## src/rtl/mac_sequencer_if.sv

```systemverilog
// rtl/mac_sequencer_if.sv - command, operand and result handshakes of the MAC sequencer
interface mac_sequencer_if #(
    parameter int WIDTH     = 8,
    parameter int ACC_WIDTH = 16,
    parameter int LEN_WIDTH = 8
);
    logic                 cmd_valid;
    logic                 cmd_ready;
    logic [LEN_WIDTH-1:0] cmd_len;

    logic                 op_valid;
    logic                 op_ready;
    logic [WIDTH-1:0]     op_a;
    logic [WIDTH-1:0]     op_b;
    logic                 op_add;

    logic                 res_valid;
    logic                 res_ready;
    logic [ACC_WIDTH-1:0] res_data;
    logic                 res_ovf;

    modport master (
        output cmd_valid, cmd_len, op_valid, op_a, op_b, op_add, res_ready,
        input  cmd_ready, op_ready, res_valid, res_data, res_ovf
    );

    modport slave (
        input  cmd_valid, cmd_len, op_valid, op_a, op_b, op_add, res_ready,
        output cmd_ready, op_ready, res_valid, res_data, res_ovf
    );
endinterface

```

## src/rtl/mac_sequencer.sv

```systemverilog
// rtl/mac_sequencer.sv - command-driven up/down multiply-accumulate sequencer
module mac_sequencer #(
    parameter int WIDTH     = 8,
    parameter int ACC_WIDTH = 16,
    parameter int LEN_WIDTH = 8
) (
    input  logic              clk,
    input  logic              reset,
    mac_sequencer_if.slave    bus,
    output logic              busy
);
    typedef enum logic [1:0] {IDLE, RUN, DRAIN, DONE} state_t;

    state_t               state;
    logic [LEN_WIDTH-1:0] remaining;
    logic [ACC_WIDTH-1:0] acc;
    logic [ACC_WIDTH-1:0] product;
    logic                 p_valid;
    logic                 p_add;
    logic                 ovf;
    logic                 cmd_ready_r;
    logic                 op_ready_r;
    logic                 res_valid_r;
    logic                 busy_r;

    logic                 cmd_xfer;
    logic                 op_xfer;
    logic [ACC_WIDTH:0]   acc_sum;
    logic [ACC_WIDTH-1:0] acc_next;
    logic                 acc_flag;

    assign cmd_xfer = bus.cmd_valid & cmd_ready_r;
    assign op_xfer  = bus.op_valid & op_ready_r;

    // Carry on add, borrow on subtract; both feed the sticky overflow flag.
    always_comb begin
        acc_sum  = {1'b0, acc} + {1'b0, product};
        acc_next = p_add ? acc_sum[ACC_WIDTH-1:0] : acc - product;
        acc_flag = p_add ? acc_sum[ACC_WIDTH] : (product > acc);
    end

    always_ff @(posedge clk) begin
        if (reset) begin
            state       <= IDLE;
            remaining   <= '0;
            acc         <= '0;
            product     <= '0;
            p_valid     <= 1'b0;
            p_add       <= 1'b0;
            ovf         <= 1'b0;
            cmd_ready_r <= 1'b1;
            op_ready_r  <= 1'b0;
            res_valid_r <= 1'b0;
            busy_r      <= 1'b0;
        end else begin
            p_valid <= op_xfer;
            if (op_xfer) begin
                // Truncating the operands first gives the same low bits as the full product.
                product <= ACC_WIDTH'(bus.op_a) * ACC_WIDTH'(bus.op_b);
                p_add   <= bus.op_add;
            end
            if (p_valid) begin
                acc <= acc_next;
                if (acc_flag) ovf <= 1'b1;
            end

            case (state)
                IDLE: begin
                    if (cmd_xfer) begin
                        remaining   <= bus.cmd_len;
                        acc         <= '0;
                        ovf         <= 1'b0;
                        cmd_ready_r <= 1'b0;
                        busy_r      <= 1'b1;
                        if (bus.cmd_len != '0) begin
                            state      <= RUN;
                            op_ready_r <= 1'b1;
                        end else begin
                            state       <= DONE;
                            res_valid_r <= 1'b1;
                        end
                    end
                end
                RUN: begin
                    if (op_xfer) begin
                        remaining <= remaining - LEN_WIDTH'(1);
                        if (remaining == LEN_WIDTH'(1)) begin
                            state      <= DRAIN;
                            op_ready_r <= 1'b0;
                        end
                    end
                end
                DRAIN: begin
                    state       <= DONE;
                    res_valid_r <= 1'b1;
                end
                DONE: begin
                    if (bus.res_ready) begin
                        state       <= IDLE;
                        res_valid_r <= 1'b0;
                        cmd_ready_r <= 1'b1;
                        busy_r      <= 1'b0;
                    end
                end
                default: state <= IDLE;
            endcase
        end
    end

    // Masking with reset keeps cmd_ready low for the whole reset assertion.
    assign bus.cmd_ready = cmd_ready_r & ~reset;
    assign bus.op_ready  = op_ready_r;
    assign bus.res_valid = res_valid_r;
    assign bus.res_data  = acc;
    assign bus.res_ovf   = ovf;
    assign busy          = busy_r;
endmodule

```

## src/flat_wrapper.sv

```systemverilog
// flat-port wrapper written by rule: the top's interface ports become plain ports
module mac_sequencer_flat 
#(
    parameter int WIDTH     = 8,
    parameter int ACC_WIDTH = 16,
    parameter int LEN_WIDTH = 8
)
  (clk, reset, busy, bus_cmd_valid, bus_cmd_len, bus_op_valid, bus_op_a, bus_op_b, bus_op_add, bus_res_ready, bus_cmd_ready, bus_op_ready, bus_res_valid, bus_res_data, bus_res_ovf);
  mac_sequencer_if #(.WIDTH(WIDTH), .ACC_WIDTH(ACC_WIDTH), .LEN_WIDTH(LEN_WIDTH)) bus_i ();
  input  logic clk;
  input  logic reset;
  output logic busy;
  input wire logic [$bits(bus_i.cmd_valid)-1:0] bus_cmd_valid;
  input wire logic [$bits(bus_i.cmd_len)-1:0] bus_cmd_len;
  input wire logic [$bits(bus_i.op_valid)-1:0] bus_op_valid;
  input wire logic [$bits(bus_i.op_a)-1:0] bus_op_a;
  input wire logic [$bits(bus_i.op_b)-1:0] bus_op_b;
  input wire logic [$bits(bus_i.op_add)-1:0] bus_op_add;
  input wire logic [$bits(bus_i.res_ready)-1:0] bus_res_ready;
  output wire logic [$bits(bus_i.cmd_ready)-1:0] bus_cmd_ready;
  output wire logic [$bits(bus_i.op_ready)-1:0] bus_op_ready;
  output wire logic [$bits(bus_i.res_valid)-1:0] bus_res_valid;
  output wire logic [$bits(bus_i.res_data)-1:0] bus_res_data;
  output wire logic [$bits(bus_i.res_ovf)-1:0] bus_res_ovf;
  assign bus_i.cmd_valid = bus_cmd_valid;
  assign bus_i.cmd_len = bus_cmd_len;
  assign bus_i.op_valid = bus_op_valid;
  assign bus_i.op_a = bus_op_a;
  assign bus_i.op_b = bus_op_b;
  assign bus_i.op_add = bus_op_add;
  assign bus_i.res_ready = bus_res_ready;
  assign bus_cmd_ready = bus_i.cmd_ready;
  assign bus_op_ready = bus_i.op_ready;
  assign bus_res_valid = bus_i.res_valid;
  assign bus_res_data = bus_i.res_data;
  assign bus_res_ovf = bus_i.res_ovf;
  mac_sequencer #(.WIDTH(WIDTH), .ACC_WIDTH(ACC_WIDTH), .LEN_WIDTH(LEN_WIDTH)) u_core (.clk(clk), .reset(reset), .bus(bus_i), .busy(busy));
endmodule
```

## config.mk

```make
export PLATFORM = sky130hd
export DESIGN_NAME = mac_sequencer_flat
export DESIGN_NICKNAME = d
export VERILOG_FILES = /design/src/rtl/mac_sequencer_if.sv /design/src/rtl/mac_sequencer.sv /design/src/flat_wrapper.sv
export SDC_FILE = /design/constraint.sdc
export NUM_CORES = 1
export LEC_CHECK = 0
export BUFFER_PORTS_ARGS = -buffer_cell sky130_fd_sc_hd__buf_2
export CAP_MARGIN = 20
export CORE_ASPECT_RATIO = 1.5
export CORE_MARGIN = 2
export CORE_UTILIZATION = 35
export DETAILED_ROUTE_END_ITERATION = 8
export SLEW_MARGIN = 10
export SYNTH_ARGS = -nofsm -noshare
export SYNTH_HDL_FRONTEND = slang
export SYNTH_SLANG_ARGS = --single-unit
```

## constraint.sdc

```tcl
create_clock -name clk -period 3.9 [get_ports clk]
set_clock_uncertainty 0.1 [all_clocks]
set_input_delay 0.195 -clock clk [delete_from_list [all_inputs] [get_ports clk]]
set_output_delay 0.195 -clock clk [all_outputs]
set_load 0.02 [all_outputs]
```

==> impl_metrics.json <==
{
  "synth-adder-area-share": 0.287,
  "ioPinCount": 51,
  "antenna_found_initial": 0,
  "nets": 951,
  "crit_required_ns": 4.03,
  "synth-simple-area-share": 0.216,
  "cts_buffers": 5,
  "grt_pass1_vias": 5266,
  "ys_ff_latch": 49,
  "grt_overflow_total": 0,
  "r2r_end": "u_core.bus.res_data[14]$_SDFF_PP0_",
  "synth_area_um2": 5880,
  "async_flop_share": 0,
  "startpoint_type": "input pin",
  "synthesis.nets": 884,
  "cts_sinks": 49,
  "drtAntennaViolNets": 0,
  "core_um2": 16600,
  "final-hold-violation-count": 0,
  "fmax_mhz": 265,
  "synthCells": 742,
  "cts_tree": "yes",
  "wl_per_cell_um": 14.8,
  "hold_path.class": "input pin to register",
  "initial_utilization": 0.354,
  "endpoint_kind": "register",
  "wl_met2_mm": 8.38,
  "syn2layout_area_growth_pct": 16.9,
  "final_util": 0.414,
  "instances_no_fill": 1020,
  "clkTransAtPathRegs_ns": 0.08,
  "synth.distinct_cells": 70,
  "ys_seq_area_frac": 0.167,
  "grt_max_degree": 37,
  "cellLeakagePower_nw": 3.11,
  "vias_per_cell": 5.26,
  "synth_top_family_by_area": "adder cells",
  "finalSetupViolCount": 0,
  "cts_hold_buf": 0,
  "ys_warn_count": 0,
  "worst_r2r_startpoint": "u_core.bus.res_data[0]$_SDFF_PP0_",
  "power.density_nw_per_um2": 554,
  "area.sequential_um2": 981,
  "place.gp.congestion": 0.873,
  "tightestPinTransition_ns": 0.905,
  "slew_headroom": 0.396,
  "cap_violations": 0,
  "fillers": 1735,
  "wl_met3_um": 376,
  "arrival_ns": 3.91,
  "clock_latency_ns": 0.31,
  "drive_above_1_share": 0.167,
  "clockBufferDepth": 2,
  "drc": 0,
  "rows": 58,
  "fin_area_um2": 6880,
  "irDropWorstVdd_mv": 0.267,
  "dpl.hpwl_mm": 12.3,
  "finalMaxSlewViolations": 0,
  "crit_start": "bus_op_a[3]",
  "ctsHtreeMaxLevel": 2,
  "first_pass_iters": 4,
  "synthFlopType": "dfxtp_1",
  "r2r_setup_slack_ns": 1.19,
  "finalCriticalPeriod_ns": 3.78,
  "synth_edf_count": 0,
  "worstRegToRegCells": 11,
  "crit_path_end": "u_core.product[15]$_SDFFE_PP0P_",
  "drt_iter0_markers": 259,
  "cp_max_fo": 7,
  "grt_pass1_wl_mm": 25.2,
  "dieWidth_um": 110,
  "root_buffer": "clkbuf_16",
  "min_path_cells": 3,
  "finalCritPeriodShare": 0.969,
  "vias": 5366,
  "whs_ns": 0.0874,
  "n_antenna_cell": 0,
  "grt_usage": 0.177,
  "die-area_um2": 17900,
  "wl_met1_mm": 5.79,
  "place_area_um2": 6610,
  "synth.mux.area_fraction": 0.0119,
  "synth_compound_area_frac": 0.205,
  "multi_input_area_um2": 4550,
  "worst-setup-path-type": "input pin to register",
  "routed_wl_mm": 15.1,
  "synth_xor_area_frac": 0.0298,
  "status": "finished clean",
  "dpl.cell_count": 1011,
  "avgSynthCellArea_um2": 7.93,
  "port_buffers": 50,
  "die_h_um": 163,
  "top_layer_used": "met4"
}
[area by class of cell]
cell class                      instances  share of cell area
Multi-Input combinational cell        568               0.661
Sequential cell                        49               0.143
Timing Repair Buffer                   89              0.0833
Inverter                               96              0.0524
Tap cell                              210              0.0382
Clock buffer                            5              0.0182
Clock inverter                          3             0.00418
[power by group]
group | leakage [nW] | total [mW] | internal (mW) | switching, mW
clock | 0.0763 | 0.478 | 0.247 | 0.231
sequential | 0.399 | 0.735 | 0.614 | 0.122
combinational | 2.63 | 2.60 | 1.19 | 1.41
[layer usage]
| metal | track usage | vias up |
|---|---|---|
| met4 | 0.0754 | 0 |
| met2 | 0.336 | 95 |
| met3 | 0.0152 | 32 |
| li1 | - | 2681 |
| met1 | 0.194 | 2558 |
| met5 | 0 | - |
[critical path: stages]
cell	delay, ns
clkbuf_4	0.14
and2_4	0.16
fa_1	0.55
fa_1	0.45
fa_1	0.50
inv_1	0.05
fa_1	0.49
inv_2	0.04
ha_4	0.22
o21ai_4	0.07
a31oi_4	0.06
o41a_1	0.38
a221oi_2	0.26
xnor2_1	0.14
a211oi_2	0.21
[synth_stat cells, drive strengths merged (10+ instances only)]
| cell type | instances | share of area |
|---|---|---|
| a21oi | 54 | 0.046 |
| nand3 | 15 | 0.013 |
| ha | 74 | 0.16 |
| nor3 | 15 | 0.013 |
| dfxtp | 49 | 0.17 |
| and2 | 56 | 0.060 |
| fa | 38 | 0.13 |
| clkbuf | 19 | 0.012 |
| nand2 | 66 | 0.042 |
| a31oi | 11 | 0.012 |
| a211oi | 17 | 0.023 |
| buf | 10 | 0.010 |
| o21ai | 40 | 0.035 |
| xnor2 | 14 | 0.021 |
| nor2 | 49 | 0.031 |
| inv | 96 | 0.061 |
[stage by stage]
| stage | total power, mW | worst slack (ns) | TNS, ns |
|---|---|---|---|
| 2_1_floorplan | 2.57 | 0.00326 | 0 |
| 3_3_place_gp | 3.21 | -0.278 | -1.39 |
| 3_5_place_dp | 3.23 | -0.370 | -1.77 |
| 4_1_cts | 3.73 | 0.0157 | 0 |
| 5_1_grt | 4.18 | -0.00595 | -0.00595 |
| 6_report | 3.81 | 0.123 | 0 |
[sequential cells by signal, summed over array words and instances, names as in the netlist, 2 cells and up]
signal,cells
u_core.bus.res_data,16
u_core.product,16
u_core.remaining,8
u_core.state,2
[worst min path at each step]
stage,to,from,slack [ns]
finish,u_core.p_add$_SDFFE_PP0P_,bus_op_add,0.09
global route,u_core.p_add$_SDFFE_PP0P_,bus_op_add,0.07
CTS,u_core.p_add$_SDFFE_PP0P_,bus_op_add,0.08
detailed placement,u_core.p_add$_SDFFE_PP0P_,bus_op_add,0.38
global placement,u_core.p_add$_SDFFE_PP0P_,bus_op_add,0.36
floorplan,u_core.p_add$_SDFFE_PP0P_,bus_op_add,0.23
[logic make-up (layout without fill, tap and decap cells)]
kind of cell,count (synthesis),count (layout)
fa+ha+maj,112,112
simple gates,247,247
compound gates,182,182
mux,7,7
xor+xnor,20,20
buf+inv,125,193
flops,49,49
[repair_timing]
item / in CTS / in global routing
endpoints found under the hold margin: 0 / 0
pin swaps: 6 / 26
cloned: 0 / 0
setup endpoints to repair: 1 / 5
buffers inserted: 0 / 1
gates resized for setup: 1 / 34
[layout by cell type, fill, tap and decap left out, drive strengths merged, types with 38 or more instances in the layout]
master,instances
and2,56
inv,98
buf,85
fa,38
nand2,66
dfxtp,49
nor2,49
a21oi,54
o21ai,40
ha,74
No activity file was read; power rests on OpenSTA's default activity.
